<file path="src/rtl/pa_spsram_256x4_ctrl.sv">
// Valid/ready front end for a 256x4 single-port SRAM macro with a 1-entry read response hold buffer.
// Define PA_SPSRAM_CTRL_INIT_EN to add a post-reset sweep that writes INIT_VAL to every entry.
module pa_spsram_256x4_ctrl #(
    parameter int                    ADDR_WIDTH = 8,
    parameter int                    DATA_WIDTH = 4,
    parameter logic [DATA_WIDTH-1:0] INIT_VAL   = '0
) (
    input  logic                  forever_cpuclk,
    input  logic                  cpurst,
    input  logic                  req_vld,
    output logic                  req_rdy,
    input  logic                  req_wr,
    input  logic [ADDR_WIDTH-1:0] req_addr,
    input  logic [DATA_WIDTH-1:0] req_wdata,
    input  logic [DATA_WIDTH-1:0] req_wmask,
    output logic                  rsp_vld,
    input  logic                  rsp_rdy,
    output logic [DATA_WIDTH-1:0] rsp_rdata,
    output logic                  init_done,
    output logic [ADDR_WIDTH-1:0] sram_a,
    output logic                  sram_cen,
    output logic                  sram_gwen,
    output logic [DATA_WIDTH-1:0] sram_wen,
    output logic [DATA_WIDTH-1:0] sram_d,
    input  logic [DATA_WIDTH-1:0] sram_q
);

    logic                  run;
    logic                  init_act;
    logic [ADDR_WIDTH-1:0] init_addr;
    logic                  rd_pend;
    logic                  hold_vld;
    logic [DATA_WIDTH-1:0] hold_q;
    logic                  rd_ok;
    logic                  wr_xfer;
    logic                  rd_xfer;

`ifdef PA_SPSRAM_CTRL_INIT_EN
    typedef enum logic {ST_INIT, ST_RUN} state_t;

    state_t                state;
    logic [ADDR_WIDTH-1:0] cnt;

    always_ff @(posedge forever_cpuclk or posedge cpurst) begin
        if (cpurst) begin
            state <= ST_INIT;
            cnt   <= '0;
        end else if (state == ST_INIT) begin
            cnt <= cnt + 1'b1;
            if (cnt == '1)
                state <= ST_RUN;
        end
    end

    assign run       = (state == ST_RUN) & ~cpurst;
    assign init_act  = (state == ST_INIT) & ~cpurst;
    assign init_addr = cnt;
`else
    assign run       = ~cpurst;
    assign init_act  = 1'b0;
    assign init_addr = '0;
`endif

    // Only one read may be in flight: a new read waits until the previous one can drain.
    assign rd_ok     = ~hold_vld & ~(rd_pend & ~rsp_rdy);
    assign req_rdy   = run & (req_wr | rd_ok);
    assign wr_xfer   = req_vld & req_rdy & req_wr;
    assign rd_xfer   = req_vld & req_rdy & ~req_wr;
    assign init_done = run;

    always_comb begin
        sram_cen  = 1'b1;
        sram_gwen = 1'b1;
        sram_wen  = '1;
        sram_a    = '0;
        sram_d    = '0;
        if (init_act) begin
            sram_cen  = 1'b0;
            sram_gwen = 1'b0;
            sram_wen  = '0;
            sram_a    = init_addr;
            sram_d    = INIT_VAL;
        end else if (wr_xfer) begin
            sram_cen  = 1'b0;
            sram_gwen = 1'b0;
            sram_wen  = ~req_wmask;
            sram_a    = req_addr;
            sram_d    = req_wdata;
        end else if (rd_xfer) begin
            sram_cen  = 1'b0;
            sram_a    = req_addr;
        end
    end

    // Macro Q is only valid for one cycle, so a stalled response is parked in hold_q.
    always_ff @(posedge forever_cpuclk or posedge cpurst) begin
        if (cpurst) begin
            rd_pend  <= 1'b0;
            hold_vld <= 1'b0;
            hold_q   <= '0;
        end else begin
            rd_pend <= rd_xfer;
            if (rd_pend && !rsp_rdy) begin
                hold_vld <= 1'b1;
                hold_q   <= sram_q;
            end else if (hold_vld && rsp_rdy) begin
                hold_vld <= 1'b0;
            end
        end
    end

    assign rsp_vld   = hold_vld | rd_pend;
    assign rsp_rdata = cpurst ? '0 : (hold_vld ? hold_q : sram_q);

endmodule
</file>
<file path="config.mk">
export PLATFORM = sky130hd
export DESIGN_NAME = pa_spsram_256x4_ctrl
export DESIGN_NICKNAME = d
export VERILOG_FILES = /design/src/rtl/pa_spsram_256x4_ctrl.sv
export SDC_FILE = /design/constraint.sdc
export NUM_CORES = 1
export LEC_CHECK = 0
export CORE_MARGIN = 2
export CORE_UTILIZATION = 27
export DETAILED_ROUTE_END_ITERATION = 12
export MAX_ROUTING_LAYER = met4
export PLACE_DENSITY = 0.76
export SLEW_MARGIN = 40
export SYNTH_ARGS = -nofsm -noshare
export SYNTH_HDL_FRONTEND = slang
export SYNTH_SLANG_ARGS = --single-unit
</file>
<file path="constraint.sdc">
create_clock -name forever_cpuclk -period 1.55 [get_ports forever_cpuclk]
set_clock_uncertainty 0.15 [all_clocks]
set_input_delay 0.31 -clock forever_cpuclk [delete_from_list [all_inputs] [get_ports forever_cpuclk]]
set_output_delay 0.31 -clock forever_cpuclk [all_outputs]
set_load 0.005 [all_outputs]
</file>
==> Word level (Yosys, flattened, before mapping) <==
Cells that the tools add are included.
{ "totals": {"reg_bits": 6, "inputBits": 25, "out_inout_bits": 25, "elab_cells": 32} }
{ "op_classes": {"muxes": 11, "bitwise": 14, "n_reduce_logical": 4} }
{ "ops": {"columns": ["cell", "count"], "rows": [
  ["$mux W4", 4],
  ["$mux W8", 2],
  ["$and A1 B1 Y1", 6],
  ["$mux W1", 5],
  ["$not A1 Y1", 5],
  ["$not A4 Y4", 1],
  ["$logic_and A1 B1 Y1", 2],
  ["$or A1 B1 Y1", 2],
  ["$reduce_bool A2 Y1", 1],
  ["$logic_not A1 Y1", 1]
]} }

==> Logic depth before layout (Yosys ltp) <==
Gate-level depths: netlist of the first run.
{ "logic_depth": {"depth_word": 10, "depth_mapped": 4, "ltp_nobuf": 3} }

==> Worst setup path before layout of the first run <==
No wires, ideal clock.
{ "synth_path": {"kind": "reg-to-output", "startpoint": "reg rd_pend", "endpoint": "out sram_a[0]", "t_arrival_ns": 0.924, "required_ns": 1.090, "setup_slack_ns": 0.166, "path_stages_with_launch": 5, "path_buffers": 1, "cell_sequence": "dfrtp_1 > nor2b_4 > buf_6 > o21bai_4 > and3_1"} }
{ "synth_via": {"elab_chain_cells": 9, "elab_cells_between_ends": 10, "cone_classes": "mux (2); bitwise (8)"} }
{ "synth_lines": {"columns": ["element", "line_no", "rtl"], "rows": [
  ["start: declaration", "31", "logic rd_pend;"],
  ["start signal: assignment", "102", "rd_pend <= rd_xfer;"],
  ["$and A1 B1 Y1 (*)", "65", "assign rd_ok = ~hold_vld & ~(rd_pend & ~rsp_rdy);"],
  ["$not A1 Y1 (*)", "65", null],
  ["$and A1 B1 Y1 (*)", "65", null],
  ["$or A1 B1 Y1 (*)", "66", "assign req_rdy = run & (req_wr | rd_ok);"],
  ["$and A1 B1 Y1 (*)", "66", null],
  ["$and A1 B1 Y1 (*)", "67, 68", null],
  ["$and A1 B1 Y1", "68", "assign rd_xfer = req_vld & req_rdy & ~req_wr;"],
  ["$mux W8", "89", "end else if (rd_xfer) begin"],
  ["$mux W8 (*)", "83", "end else if (wr_xfer) begin"],
  ["end: declaration", "20", "output logic [ADDR_WIDTH-1:0] sram_a,"]
]} }
Every way passes the cells marked *; elsewhere a longest branch is shown, timed or not.

==> Worst setup path in the final report of the first run <==
{ "layout_path": {"startpoint": "reg rd_pend", "endpoint": "out sram_a[3]"} }
Same word-level chain as after synthesis.

==> impl_metrics.ini, run 1 <==
[floorplan]
die_w_um = 44.9
rows = 14
io_pins = 50
core_mm2 = 0.00154
start_util = 0.293
dieHeight_um = 44.9
die-area_mm2 = 0.00202

[finish]
drive_gt1_frac = 0.532
syn_to_final_growth_pct = 133
layout.nets = 138
nFillCells = 139
diodes = 0
fin_util = 0.683

[job]
cap_violations = 0

[clock_tree]
root_buffer = clkbuf_4
clock_sinks = 6
clkTransAtPathRegs_ns = 0.05
htree_levels = 1
worstSkewPairLatency_ns = 0.24
cts_tree = yes
cts_buffers = 3
clockBufferDepth = 2

[synthesis]
syn-cell-area_um2 = 452
syn_avg_cell_area_um2 = 9.41
synth.net_count = 73
yosysSeqAreaShare = 0.332
syn_inst = 48
synth-seq-cells = 6
synth_cell_types = 17
ys_warn_count = 0

[timing]
finalCritPeriodShare = 1.10
max_freq_mhz = 587
setup_viol = 15
hold_viol = 0
setup_tns_ns = -1.32
hold_ws_ns = 0.0376
period_minus_slack_ns = 1.70
setup_slack_ns = -0.152
grt_setup_unrepaired = yes
max_slew_margin = 0.759
final-max-slew-violation-count = 0
worstMarginPinSlew_ns = 0.356

[route]
postRouteAntennaNets = 0
wl_mm = 1.81
route.detailed.drc = 0
vias = 600
viasPerCell = 4.72
wl_per_cell_um = 14.2
dr.pass1.iters = 4
drt_iter0_drc = 3

[status]
failed_checks = negative setup slack
status = finished with violations

[power_and_ir_drop]
p_comb_frac = 0.397
power_mw = 0.568
power_density_mw_per_mm2 = 540
switching_share = 0.251
clock_power_share = 0.253
p_sw_mw = 0.143
intPower_mw = 0.426
leakage_nw = 0.529
vdd_ir_drop_max_mv = 0.418
power_frac_seq = 0.351

[worst_setup_path]
r2r_setup_slack_ns = 0.23
startpoint = rd_pend
required_ns = 1.09
crit_type = flop to primary output
arrival_ns = 1.24
crit_fanout = 5
cp-end-kind = primary output
worstSetupStartpointType = flop
reg2reg_depth = 3
reg2reg_from = rd_pend
r2r_end = hold_q[3]

[grt]
antenna_found_initial = 0
grtUsageTotal = 0.200
grt_max_degree = 8
grt_overflow = 0
grt_pass1_wl_mm = 2.74
grt_pass1_vias = 580

[placed_design]
gp_congestion = 0.678
port_buffers = 49
dp_hpwl_mm = 1.36
pre_cts_ws_ns = -0.732

[hold_path]
min_path_type = primary input to asynchronous set/reset pin
synth_stat cells, drive strengths merged:
library cell,number,area share
nor2,4,0.033
and2,2,0.028
mux2i,4,0.089
nor4b,1,0.019
o21bai,1,0.042
dfrtp,6,0.33
nand2,5,0.042
nor2b,2,0.050
or2,1,0.014
mux2,4,0.10
buf,3,0.053
and2b,1,0.017
inv,2,0.017
and3,12,0.17
what timing repair did:
item                       CTS  global route
buffers inserted             4             0
pin swaps                   14            10
cloned                       1             0
setup endpoints to repair   25            21
hold buffers                 0             0
resized for setup          126             8
layer usage:
| metal | global-route usage | vias to the layer above | routed length [um] |
|---|---|---|---|
| met5 | - | - | 0 |
| met4 | 0.0882 | 0 | 28 |
| met3 | 0.0520 | 3 | 220 |
| met2 | 0.330 | 39 | 817 |
| met1 | 0.228 | 264 | 741 |
| li1 | - | 294 | - |
critical path, cell delays in order (launching register included):
cell	delay [ns]
dfrtp_1	0.36
nor2b_4	0.15
o21bai_4	0.19
and3_4	0.21
buf_6	0.09
per-stage QoR:
stage	cell area [um^2]	cells
2_1_floorplan	452	48
3_3_place_gp	1010	119
3_5_place_dp	1010	119
4_1_cts	1020	127
5_1_grt	1050	127
6_report	1050	127
cell usage in the layout, fill, tap and decap left out, drive strengths merged:
cell / synthesis / layout
buf: 3 / 39
clkdlybuf4s50: 0 / 20
and3: 12 / 12
dfrtp: 6 / 6
nand2: 5 / 5
mux2: 4 / 4
mux2i: 4 / 4
nor2: 4 / 4
clkbuf: 0 / 3
dlygate4sd2: 0 / 3
nor2b: 2 / 2
o21bai: 1 / 2
inv: 2 / 2
and2: 2 / 2
nor4b: 1 / 1
or2: 1 / 1
and2b: 1 / 1
flip-flops by register name, indices dropped and copies added (netlist names):
register,flops
rd_pend,1
hold_vld,1
hold_q,4
cells by family after synthesis:
group	share of synthesized area
and+or+nand+nor	0.368
muxes	0.188
DFF	0.332
buffers and inverters	0.0693
AOI/OAI and AO/OA	0.0416
cell type report:
class,instances,area [um^2],area share
flip-flops and latches,6,151,0.144
inverters,2,7.51,0.00713
well taps,16,20.0,0.0190
repair buffers,62,531,0.504
clock buffers,3,22.5,0.0214
multi-input cells,38,322,0.305
power by group through the flow:
stage / Combinational [mW] / Clock (mW) / Sequential (mW)
4_1_cts: 0.220 / 0.155 / 0.200
2_1_floorplan: 0.0772 / 0 / 0.197
6_report: 0.226 / 0.144 / 0.199
3_5_place_dp: 0.218 / 0 / 0.202
5_1_grt: 0.245 / 0.157 / 0.203
3_3_place_gp: 0.214 / 0 / 0.200
worst max path at each step:
| stage | end | cells after the start | slack (ns) |
|---|---|---|---|
| floorplan | sram_a[0] | 4 | 0.17 |
| global placement | sram_wen[0] | 6 | -0.70 |
| detailed placement | sram_wen[0] | 6 | -0.73 |
| CTS | sram_a[2] | 4 | -0.16 |
| global route | sram_a[6] | 4 | -0.22 |
| finish | sram_a[3] | 4 | -0.15 |
No activity file was read; power rests on OpenSTA's default activity.
==> run 2, diff against run 1 <==
- clock period: 1.55 -> 1.85 ns (I/O delays scaled with it)
==> run 2 against run 1 <==
  * The flow now finishes without violations
  * Via count fell by 0.83%
  * Count of clock-buffer cells in the layout unchanged
  * Sequential power fell by 16%
  * Sequential cell count unchanged
  * Register-to-register slack improved by 0.28 ns
  * Die area is the same
  * Design area down 2.3%
  * Wire length decreased by 1.3%
  * First-iteration DRC count rose to 3.0 times the previous value
  * Non-clock buffer count is 1 higher
  * Largest cell class unchanged
==> impl_metrics.ini, run 2 (synthesis results as in run 1) <==
[clock_tree]
worstSkewPairLatency_ns = 0.24
clock_sinks = 6
root_buffer = clkbuf_4
clockBufferDepth = 2
cts_buffers = 3
htree_levels = 1
cts_hold_buf = 0
clkTransAtPathRegs_ns = 0.05
cts_tree = yes

[route]
route.detailed.drc = 0
vias = 595
wl_per_cell_um = 13.9
viasPerCell = 4.65
postRouteAntennaNets = 0
dr.pass1.iters = 2
drt_iter0_drc = 9
wl_mm = 1.78

[finish]
largest_register = hold_q
reg.largest.list = hold_q: 4 flops, hold_vld: 1 flops, rd_pend: 1 flops
nFillCells = 143
drive_gt1_frac = 0.420
stdcell_area_mm2 = 0.00103
largest_reg_flops = 4
syn_to_final_growth_pct = 128
stdcell_count = 128
mostFrequentLayoutCells = clkdlybuf4s50_1 (20), and3_1 (11), buf_4 (10), dlygate4sd2_1 (9)
diodes = 0
layout.nets = 139
mostFrequentLayoutCell = clkdlybuf4s50_1
fin_util = 0.668

[placed_design]
dp.cells = 119
dp_hpwl_mm = 1.36
place_area_mm2 = 0.00101
gp_congestion = 0.678
pre_cts_ws_ns = -0.552
port_buffers = 49

[worst_setup_path]
crit_fanout = 5
crit_type = flop to primary output
worstSetupStartpointType = flop
r2r_end = hold_q[3]
slowest_delay_ns = 0.40
cp-end-kind = primary output
reg2reg_from = rd_pend
startpoint = hold_vld
crit_family = flip-flops
worst-path-buf-inv = 2
cpMaxStageDelayCell = dfrtp_2
arrival_ns = 1.31
path_cells = buf_4 > o21bai_4 > and3_1 > clkdlybuf4s15_1
crit_cells = 4
reg2reg_depth = 3
required_ns = 1.33
r2r_setup_slack_ns = 0.51
setup.worst_path.end = sram_a[3]

[grt]
grt_max_degree = 8
grt_pass1_vias = 569
grt_pass1_wl_mm = 2.69
grtUsageTotal = 0.196
antenna_found_initial = 0
grt_overflow = 0

[power_and_ir_drop]
vdd_ir_drop_max_mv = 0.359
power_density_mw_per_mm2 = 455
power_mw = 0.468
leakage_nw = 0.529

[timing]
max_slew_margin = 0.764
finalCritPeriodShare = 0.991
worstMarginPinSlew_ns = 0.350
setup_slack_ns = 0.0174
final-max-slew-violation-count = 0
period_minus_slack_ns = 1.83
setup_viol = 0
grt_setup_unrepaired = yes
hold_viol = 0
hold_ws_ns = 0.120
max_freq_mhz = 546
setup_tns_ns = 0

[job]
cap_violations = 0

[floorplan]
start_util = 0.293
dieHeight_um = 44.9
rows = 14
core_mm2 = 0.00154
io_pins = 50
die-area_mm2 = 0.00202
die_w_um = 44.9

[hold_path]
min_path_type = primary input to asynchronous set/reset pin

[status]
status = complete, no violations
## run 2: changes by cell type in the layout (fill, tap and decap cells not counted), sizes merged
cell	delta
clkdlybuf4s15	+4
buf	-17
dlygate4sd2	+6
clkbuf	+8
## run 2: how the worst min path moves through the flow
stage | from | endpoint | slack, ns | depth (start not counted)
2_1_floorplan | cpurst | hold_q[0] | 0.03 | 1
3_3_place_gp | hold_q[2] | hold_q[2] | 0.34 | 1
3_5_place_dp | hold_q[0] | hold_q[0] | 0.35 | 1
4_1_cts | cpurst | hold_q[3] | 0.28 | 4
5_1_grt | cpurst | hold_q[3] | 0.16 | 4
6_report | cpurst | hold_q[3] | 0.12 | 4
## run 2: area by class of cell
class                           instances  area (um^2)  share of cell area
Timing Repair Buffer                   63          519               0.504
Multi-Input combinational cell         38          309               0.300
Sequential cell                         6          151               0.147
Clock buffer                            3         22.5              0.0219
Tap cell                               16         20.0              0.0194
Inverter                                2         7.51             0.00729
## run 2: per-layer routing
metal  GRT usage  wire length (um)
met2       0.313               813
met1       0.228               723
met5           -                 0
met4      0.0882                31
met3      0.0560               215
## run 2: tightest hold or removal path, stage by stage
cell      delay, ns
clkbuf_2       0.11
buf_4          0.15
inv_1          0.08
buf_4          0.13
## run 2: power by group
part	total [mW]	leakage [nW]	switching, mW	internal [mW]
Sequential	0.167	0.0737	0.0115	0.155
Clock	0.120	0.0138	0.0468	0.0733
Combinational	0.181	0.441	0.0591	0.122
## run 2: what timing repair did
action | 4_1_cts | 5_1_grt
pin swaps | 4 | 4
gates cloned | 1 | 0
resized for setup | 72 | 14
setup buffers | 4 | 1
setup endpoints to repair | 25 | 17
==> run 3, diff against run 2 <==
- GPL_TIMING_DRIVEN: default -> 0
==> run 3 against run 2 <==
  * Utilization rose by 0.16 points
  * Count of clock-buffer cells in the layout did not move
  * Hold slack improved by 0.14 ns
  * First-iteration DRC count fell by 56%
  * Clock power barely moved
  * Via count fell by 0.17%
  * Sequential cell count did not move
  * Critical path depth rose by 1
  * Register-to-register slack got worse by 0.04 ns
  * Largest cell class unchanged
  * Largest power group unchanged
==> impl_metrics.ini, run 3 (synthesis results as in run 1) <==
[placed_design]
port_buffers = 49
pre_cts_ws_ns = -0.660
gp_congestion = 0.648
place_area_um2 = 962
dp_hpwl_mm = 1.20
dp.cells = 113

[hold_path]
holdPathEnd = rd_pend
hp-start = req_wr
min_path_type = primary input to flop
hold_path_depth = 2

[grt]
grt_pass1_vias = 523
grtUsageTotal = 0.176
grt_max_degree = 9
grt_pass1_wl_mm = 2.44
antenna_found_initial = 0
grt_overflow = 0

[finish]
mostFrequentLayoutCell = clkdlybuf4s50_1
largest_reg_flops = 4
syn_to_final_growth_pct = 129
stdcell_count = 125
mostFrequentLayoutCells = clkdlybuf4s50_1 (21), buf_2 (11), and3_1 (10), dlygate4sd2_1 (10)
layout.nets = 136
nFillCells = 130
drive_gt1_frac = 0.376
fin_util = 0.670
reg.largest.list = hold_q: 4 flops, hold_vld: 1 flops, rd_pend: 1 flops
stdcell_area_mm2 = 0.00103
largest_register = hold_q
diodes = 0

[floorplan]
start_util = 0.293
die-area_mm2 = 0.00202
rows = 14
core_mm2 = 0.00154
io_pins = 50
dieHeight_um = 44.9
die_w_um = 44.9

[clock_tree]
htree_levels = 1
cts_tree = yes
worstSkewPairLatency_ns = 0.24
clkTransAtPathRegs_ns = 0.04
cts_buffers = 3
clock_sinks = 6
clockBufferDepth = 2
root_buffer = clkbuf_4

[timing]
finalCritPeriodShare = 0.994
grt_setup_unrepaired = yes
final-max-slew-violation-count = 0
hold_viol = 0
setup_slack_ns = 0.0104
hold_ws_ns = 0.263
setup_viol = 0
period_minus_slack_ns = 1.84
max_slew_margin = 0.824
max_freq_mhz = 544
worstMarginPinSlew_ns = 0.261

[power_and_ir_drop]
leakage_nw = 0.519
vdd_ir_drop_max_mv = 0.408
power_density_mw_per_mm2 = 449

[worst_setup_path]
arrival_ns = 1.32
slowest_delay_ns = 0.36
r2r_end = hold_q[1]
path_cells = nor2b_4 > buf_12 > o21bai_4 > and3_4 > buf_6
cp-end-kind = primary output
worstSetupStartpointType = flop
crit_type = flop to primary output
crit_cells = 5
cpMaxStageDelayCell = dfrtp_1
crit_fanout = 5
worst-path-buf-inv = 2
crit_family = flip-flops
reg2reg_depth = 4
required_ns = 1.33
r2r_setup_slack_ns = 0.47
reg2reg_from = rd_pend

[job]
cap_violations = 0

[route]
dr.pass1.iters = 3
drt_iter0_drc = 4
wl_per_cell_um = 14.0
wl_mm = 1.76
vias = 594
postRouteAntennaNets = 0
route.detailed.drc = 0
viasPerCell = 4.75

[status]
status = complete, no violations
[run 3: cell count changes in the layout (fill, tap and decap cells not counted), sizes merged]
cell,delta
buf,+1
dlygate4sd3,+1
clkbuf,-5
clkdlybuf4s50,+1
dlygate4sd2,+1
clkdlybuf4s15,-2
[run 3: stage by stage]
stage	setup TNS, ns	power [mW]
CTS	-0.0128	0.473
detailed placement	-12.46	0.339
finish	0	0.464
global placement	-12.45	0.337
global route	-0.254	0.497
floorplan	0	0.229
[run 3: where the power goes]
| part | switching (mW) | leakage (nW) | total [mW] | internal (mW) |
|---|---|---|---|---|
| clock | 0.0475 | 0.0138 | 0.121 | 0.0734 |
| combinational | 0.0581 | 0.430 | 0.178 | 0.120 |
| sequential | 0.0103 | 0.0753 | 0.165 | 0.155 |
| total | 0.116 | 0.519 | 0.464 | 0.348 |
[run 3: per-layer routing]
metal	vias to the layer above	wire [um]	track usage
met4	0	8	0.0882
met2	36	808	0.278
li1	292	-	-
met3	2	197	0.0520
met1	264	742	0.201
met5	-	0	-
[run 3: cell type report]
class | count | area (um^2) | share of cell area
Timing Repair Buffer | 58 | 500 | 0.485
Multi-Input combinational cell | 38 | 307 | 0.297
Sequential cell | 6 | 150 | 0.145
Clock buffer | 3 | 22.5 | 0.0218
Buffer | 2 | 22.5 | 0.0218
Tap cell | 16 | 20.0 | 0.0194
Inverter | 2 | 10.0 | 0.00970
[run 3: repair_timing]
| item | in CTS | in global routing |
|---|---|---|
| buffers inserted | 7 | 0 |
| setup endpoints to repair | 25 | 12 |
| pin swaps | 4 | 5 |
| resized for setup | 80 | 10 |
| gates cloned | 2 | 0 |
| hold endpoints to repair | 0 | 6 |
| hold buffers | 0 | 1 |
[run 3: worst max path at each step]
stage	slack, ns	endpoint	start
3_5_place_dp	-0.66	sram_d[0]	cpurst
2_1_floorplan	0.41	sram_a[0]	rd_pend
5_1_grt	-0.06	sram_a[1]	rd_pend
3_3_place_gp	-0.66	sram_a[2]	cpurst
6_report	0.01	sram_a[5]	rd_pend
4_1_cts	-0.01	sram_a[2]	rd_pend
